## config.mk

```make
export PLATFORM = sky130hd
export DESIGN_NAME = audio_buffer_sched
export DESIGN_NICKNAME = d
export VERILOG_FILES = /design/src/rtl/audio_buffer_sched.sv
export SDC_FILE = /design/constraint.sdc
export NUM_CORES = 1
export LEC_CHECK = 0
export ABC_CLOCK_PERIOD_IN_PS = 2700
export CAP_MARGIN = 30
export CORE_MARGIN = 2
export CORE_UTILIZATION = 47
export CTS_CLUSTER_SIZE = 12
export DETAILED_ROUTE_END_ITERATION = 7
export PLACE_DENSITY = 0.88
export SKIP_CTS_REPAIR_TIMING = 1
export SLEW_MARGIN = 15
export SYNTH_ARGS = -nofsm -noshare
export SYNTH_HDL_FRONTEND = slang
export SYNTH_SLANG_ARGS = --single-unit
export TNS_END_PERCENT = 100
```

## constraint.sdc

```tcl
create_clock -name clk -period 2.7 [get_ports clk]
set_input_delay 0.54 -clock clk [delete_from_list [all_inputs] [get_ports clk]]
set_output_delay 0.54 -clock clk [all_outputs]
set_load 0.01 [all_outputs]
```

## src/rtl/audio_buffer_sched.sv

```systemverilog
// Record/playback sequencer for the stereo sample buffer, paced by codec ticks.
// Optional macro AUDIO_SCHED_LOOP_EN adds play_loop (re-request on exhaustion).
module audio_buffer_sched #(
  parameter logic [15:0] MAX_SAMPLES = 16'hFFFE,
  parameter int          REQ_TIMEOUT = 1023
) (
  input  logic        clk,
  input  logic        rst,
  input  logic        cmd_valid,
  input  logic [1:0]  cmd_code,
  output logic        cmd_ready,
  input  logic        adc_tick,
  input  logic [15:0] adc_l,
  input  logic [15:0] adc_r,
  input  logic        dac_tick,
  output logic [15:0] dac_l,
  output logic [15:0] dac_r,
  output logic        mem_req_valid,
  output logic        mem_req_type,
  output logic        mem_req_target,
  output logic        mem_stop,
  output logic [15:0] mem_wdata_l,
  output logic [15:0] mem_wdata_r,
  input  logic        mem_req_ready,
  input  logic        mem_busy,
  input  logic        mem_data_valid,
  input  logic [15:0] mem_rdata_l,
  input  logic [15:0] mem_rdata_r,
`ifdef AUDIO_SCHED_LOOP_EN
  input  logic        play_loop,
`endif
  output logic        active,
  output logic        done,
  output logic        err,
  output logic [15:0] rec_count
);
  localparam int TW = (REQ_TIMEOUT > 1) ? $clog2(REQ_TIMEOUT) : 1;
  localparam logic [TW-1:0] TMO_LAST = TW'(REQ_TIMEOUT - 1);

  typedef enum logic [2:0] {
    S_IDLE, S_REC_REQ, S_REC_RUN, S_REC_END, S_PLAY_REQ, S_PLAY_RUN, S_WAIT_IDLE
  } state_e;

  state_e        state_q, state_d;
  logic [TW-1:0] tmo_q, tmo_d;
  logic          wr_q, wr_d;
  logic          rd_q, rd_d;
  logic          abrt_q, abrt_d;
  logic          busy_q;
  logic [15:0]   cnt_q, cnt_d;
  logic [15:0]   wdl_q, wdl_d, wdr_q, wdr_d;
  logic [15:0]   dacl_q, dacl_d, dacr_q, dacr_d;
  logic          tgt_q, tgt_d;
  logic          done_q, done_d, err_q, err_d;
  logic          abort, exhausted, loop_en;

  assign abort     = cmd_valid && (cmd_code == 2'd3);
  // Exhaustion is the falling edge of busy, so a late-rising busy is not mistaken for it.
  assign exhausted = busy_q && !mem_busy;
`ifdef AUDIO_SCHED_LOOP_EN
  assign loop_en = play_loop;
`else
  assign loop_en = 1'b0;
`endif

  always_ff @(posedge clk) begin
    if (rst) begin
      state_q <= S_IDLE;
      tmo_q   <= '0;
      wr_q    <= 1'b0;
      rd_q    <= 1'b0;
      abrt_q  <= 1'b0;
      busy_q  <= 1'b0;
      cnt_q   <= '0;
      wdl_q   <= '0;
      wdr_q   <= '0;
      dacl_q  <= '0;
      dacr_q  <= '0;
      tgt_q   <= 1'b0;
      done_q  <= 1'b0;
      err_q   <= 1'b0;
    end else begin
      state_q <= state_d;
      tmo_q   <= tmo_d;
      wr_q    <= wr_d;
      rd_q    <= rd_d;
      abrt_q  <= abrt_d;
      busy_q  <= mem_busy;
      cnt_q   <= cnt_d;
      wdl_q   <= wdl_d;
      wdr_q   <= wdr_d;
      dacl_q  <= dacl_d;
      dacr_q  <= dacr_d;
      tgt_q   <= tgt_d;
      done_q  <= done_d;
      err_q   <= err_d;
    end
  end

  always_comb begin
    state_d = state_q;
    tmo_d   = '0;
    wr_d    = 1'b0;
    rd_d    = 1'b0;
    abrt_d  = abrt_q;
    cnt_d   = cnt_q;
    wdl_d   = wdl_q;
    wdr_d   = wdr_q;
    dacl_d  = dacl_q;
    dacr_d  = dacr_q;
    tgt_d   = tgt_q;
    done_d  = 1'b0;
    err_d   = 1'b0;
    case (state_q)
      S_IDLE: begin
        abrt_d = 1'b0;
        if (cmd_valid && cmd_code == 2'd0) begin
          state_d = S_REC_REQ;
          cnt_d   = '0;
          tgt_d   = 1'b0;
        end else if (cmd_valid && cmd_code != 2'd3) begin
          state_d = S_PLAY_REQ;
          tgt_d   = cmd_code[1];
        end
      end
      S_REC_REQ, S_PLAY_REQ: begin
        tmo_d = tmo_q + 1'b1;
        if (abort) begin
          state_d = S_WAIT_IDLE;
          abrt_d  = 1'b1;
        end else if (mem_req_ready) begin
          state_d = (state_q == S_REC_REQ) ? S_REC_RUN : S_PLAY_RUN;
        end else if (tmo_q == TMO_LAST) begin
          state_d = S_IDLE;
          err_d   = 1'b1;
        end
      end
      S_REC_RUN: begin
        // A write in flight this cycle always completes, even alongside abort.
        if (wr_q) cnt_d = cnt_q + 16'd1;
        if (abort) begin
          state_d = S_REC_END;
          abrt_d  = 1'b1;
        end else if (wr_q && (cnt_q + 16'd1) == MAX_SAMPLES) begin
          state_d = S_REC_END;
        end else if (adc_tick) begin
          wr_d  = 1'b1;
          wdl_d = adc_l;
          wdr_d = adc_r;
        end
      end
      S_REC_END: state_d = S_WAIT_IDLE;
      S_PLAY_RUN: begin
        if (mem_data_valid) begin
          dacl_d = mem_rdata_l;
          dacr_d = mem_rdata_r;
        end
        rd_d = dac_tick;
        if (abort) begin
          state_d = S_WAIT_IDLE;
          abrt_d  = 1'b1;
          rd_d    = 1'b0;
          dacl_d  = '0;
          dacr_d  = '0;
        end else if (exhausted) begin
          if (loop_en) begin
            state_d = S_PLAY_REQ;
          end else begin
            state_d = S_IDLE;
            done_d  = 1'b1;
          end
        end
      end
      S_WAIT_IDLE: begin
        if (abort) abrt_d = 1'b1;
        if (!mem_busy) begin
          state_d = S_IDLE;
          done_d  = !(abrt_q || abort);
        end
      end
      default: state_d = S_IDLE;
    endcase
  end

  always_comb begin
    mem_req_valid = 1'b0;
    mem_req_type  = 1'b0;
    mem_stop      = 1'b1;
    case (state_q)
      S_REC_REQ: begin
        mem_req_valid = 1'b1;
        mem_req_type  = 1'b1;
      end
      S_REC_RUN: begin
        mem_req_valid = 1'b1;
        mem_req_type  = 1'b1;
        mem_stop      = !wr_q;
      end
      S_PLAY_REQ: mem_req_valid = 1'b1;
      S_PLAY_RUN: mem_stop = !(rd_q && !abort);
      default: ;
    endcase
  end

  assign mem_req_target = tgt_q;
  assign mem_wdata_l    = wdl_q;
  assign mem_wdata_r    = wdr_q;
  assign dac_l          = dacl_q;
  assign dac_r          = dacr_q;
  assign rec_count      = cnt_q;
  assign active         = (state_q != S_IDLE);
  assign cmd_ready      = (state_q == S_IDLE);
  assign done           = done_q;
  assign err            = err_q;
endmodule
```

==> key figures <==
Outcome
  • Status: complete, no violations

Critical path
  • Worst endpoint data arrival time: around 2.0 ns
  • CP max stage cell: clkdlybuf4s50_1
  • Ordered cell list for the critical path: nor3_2 -> clkdlybuf4s50_1
  • Largest fanout of any net on the critical path: 11
  • Worst setup path category: reg -> out
  • Capture point of the worst reg-to-reg path: mem_wdata_l[1]
  • Startpoint kind of the worst setup timing path: flop
  • R2R cell count: 7
  • FF-to-FF setup slack: ~0.35 ns
  • Largest stage delay, worst path: 0.64 ns
  • Launching instance or port of the critical path: state_q[0]
  • Critical path endpoint: cmd_ready
  • Reg2reg start: rec_count[0]
  • Kind of end point of the critical path: primary output
  • Data required time of the critical path: between 2 and 2.5 ns

GRT
  • Grt total ovfl: 0
  • Maximum number of pins on one net before global-route repair: 67
  • Global-route wire length before repair: ~23,000 um
  • Overall fraction of global-route tracks in use: approximately a quarter
  • Via count of the first global-routing pass: ~4,900
  • Number of antenna violations at the first check in global routing: 0

Die
  • Die boundary width: approximately 110 um
  • Placeable core region: a little over 10,000 um2
  • Ports: 162
  • Row Count: 37
  • Starting utilization of the core area: 48.7%
  • Area of the die: 11,600 um2
  • Die height: between 100 and 150 um

Layout
  • Most frequent cells in the layout: clkdlybuf4s50_1 (159), dfxtp_1 (100), nor2_1 (64)
  • Layout overhead on the synthesized area: 36.5%
  • Antenna diode instance count: 0
  • Share of final-layout standard cells stronger than drive strength 1: between 6 and 7%
  • Most common library cell in the layout ignoring fill and taps: clkdlybuf4s50_1
  • Finished layout cell area: just under 7000 um2
  • Number of nets at the end of the flow: 802
  • Count of non-filler cells in the finished layout: ~870

Detailed routing
  • Routed length per instance: approximately 16 um
  • Total wire length after detailed routing: 14,100 um
  • Drt first-iter violations: 314
  • DR pass1 iterations: 5
  • Count of vias placed by the detailed router: roughly 5,100
  • Remaining DRCs: 0
  • Remaining antenna violation count: 0
  • DR vias/cell: ~5.9

Synth
  • Combined area of all synthesized cells: ~5000 um2
  • Synth cell types: 53
  • Register bit total from synthesis: 100
  • Syn_area_per_cell: roughly 8.5 um2
  • Commonest register cell after synthesis: dfxtp_1
  • Synthesized netlist cell count: between 500 and 600
  • Sequential area share after synthesis: between 30% and 40%
  • Net count after synthesis: about 670
  • EDFF count, synth: 0
  • Share of synthesized flip-flops with an asynchronous set or reset: 0%
  • Number of warnings reported in the yosys synthesis log: 0

Place
  • Final weighted congestion of routability-driven global placement: ~0.86
  • Cell total after placement: approximately 850
  • Pre-CTS worst setup slack: -0.183 ns
  • Half-perimeter wire length after detailed placement: just under 10,000 um
  • Placed cell areas: approximately 6700 um2
  • IO Port Bufs: about 160

CTS
  • Clock net sink count: 100
  • Source-to-sink clock delay at the later pin of the worst-skew pair: 0.36 ns
  • Clk Tree Root Cell: clkbuf_8
  • Num CTS Buffers: 9
  • Clock transition at the registers of the reported paths: ~0.11 ns
  • Bufs on Longest Clock Path: 2
  • TritonCTS clock tree: yes
  • CTS H-tree depth: 3

STA
  • Timing-limited maximum frequency: 0.401 GHz
  • Worst relative slew slack: a little under three fifths
  • Skew final: between 0.01 and 0.015 ns
  • Number of hold violations in the final report: 0
  • Pins Over Slew Limit: 0
  • Period Utilization, post-route: 92.3%
  • RSZ-0062 raised after global routing: no
  • Post-layout min period: about 2.5 ns
  • Total negative slack for setup checks: 0 ns
  • Number of setup violations in the final report: 0
  • Worst Hold Slack: 0.506 ns
  • Final worst setup slack: 0.208 ns
  • Transition time at the pin with the least slew margin: about 0.67 ns

Power and ir drop
  • P per Cell Area: 549 nW/um2
  • Leakage component of the power: between 2 and 2.5 nW
  • Largest vdd supply drop: 0.364 mV

Run
  • MaxCap Viol Count: 0

Hold path
  • Hold/Removal Path Class: reg -> reg
[layout make-up]
| type | count | area [um2] |
|---|---|---|
| fill | 838 | 3480 |
| multi-input combinational | 426 | 2690 |
| sequential | 100 | 2000 |
| timing repair buffer | 180 | 1800 |
| tap | 136 | 170 |
| clock buffer | 9 | 124 |
| clock inverter | 7 | 87.6 |
| inverter | 7 | 26.3 |
[how the worst min path moves through the flow]
stage / from / endpoint / slack (ns) / cells past startpoint
after floorplan: tmo_q[9] / err / 0.44 / 2
after global placement: tmo_q[5] / tmo_q[5] / 0.47 / 2
after detailed placement: tmo_q[0] / tmo_q[0] / 0.49 / 1
after CTS: tmo_q[0] / tmo_q[0] / 0.51 / 1
after global routing: tmo_q[0] / tmo_q[0] / 0.53 / 1
final: tmo_q[0] / tmo_q[0] / 0.51 / 1
[cell usage after synthesis (3+ instances only)]
master,number,share of area (%)
nand2b_1,33,4.1
buf_1,3,0.22
nor3b_1,34,5.1
and2_1,4,0.50
a31oi_1,3,0.37
a22oi_1,36,5.4
ha_1,4,0.99
buf_4,3,0.45
buf_2,12,1.2
o21ai_0,14,1.4
a21oi_1,21,2.1
buf_6,11,2.5
or3_1,8,0.99
nand2_1,21,1.6
and4_1,3,0.52
a32oi_1,33,5.7
xor2_1,7,1.2
xnor2_1,4,0.69
nor2_1,64,4.8
a311oi_1,6,1.0
clkbuf_1,32,2.4
nand4_1,38,4.7
inv_1,7,0.52
dfxtp_1,100,40
nor2b_1,5,0.62
a211oi_1,3,0.45
nand3_1,40,4.0
and3_1,7,0.87
nor3_1,10,0.99
[where the power goes]
| group | internal (W) | leakage, nW | switching, W |
|---|---|---|---|
| clock network | 0.000454 | 0.109 | 0.000572 |
| registers | 0.00158 | 0.807 | 0.000101 |
| logic | 0.000544 | 1.49 | 0.000535 |
[routing by layer]
layer	up-vias	global-route usage, %	part of all wire (%)
met5	-	0	0
li1	2469	-	-
met3	24	6.54	7.9
met4	0	7.33	1.7
met2	199	41.6	50
met1	2437	28.2	41
[cells by family (layout without fill, tap and decap cells)]
| kind of cell | Yosys count | after routing | synth area share (%) |
|---|---|---|---|
| flip-flops | 100 | 100 | 39.7 |
| buffers and inverters | 68 | 203 | 7.21 |
| XOR/XNOR | 11 | 11 | 1.91 |
| adder cells (fa/ha/maj) | 4 | 4 | 0.991 |
| AO/OA/AOI/OAI | 131 | 131 | 19.0 |
| AND/OR/NAND/NOR | 280 | 280 | 31.3 |
[stage by stage]
stage	power [W]	utilization, %
after global routing	0.00397	66.5
after CTS	0.00381	66.3
after floorplan	0.00227	-
final	0.00379	66.5
after detailed placement	0.00278	64.2
after global placement	0.00274	64.2
[worst max-delay path, delay by kind of cell, from the launching register on]
kind          cells  cell delay, ns
buf+inv           1            0.64
flops             1            0.44
simple gates      1            0.51
[sequential cells by signal (all words and copies together) (netlist names)]
register,count
busy_q,1
mem_wdata_r,16
tmo_q,10
mem_wdata_l,16
dac_l,16
wr_q,1
rec_count,16
err,1
done,1
abrt_q,1
state_q,3
mem_req_target,1
dac_r,16
rd_q,1
No activity file was read; power rests on OpenSTA's default activity.
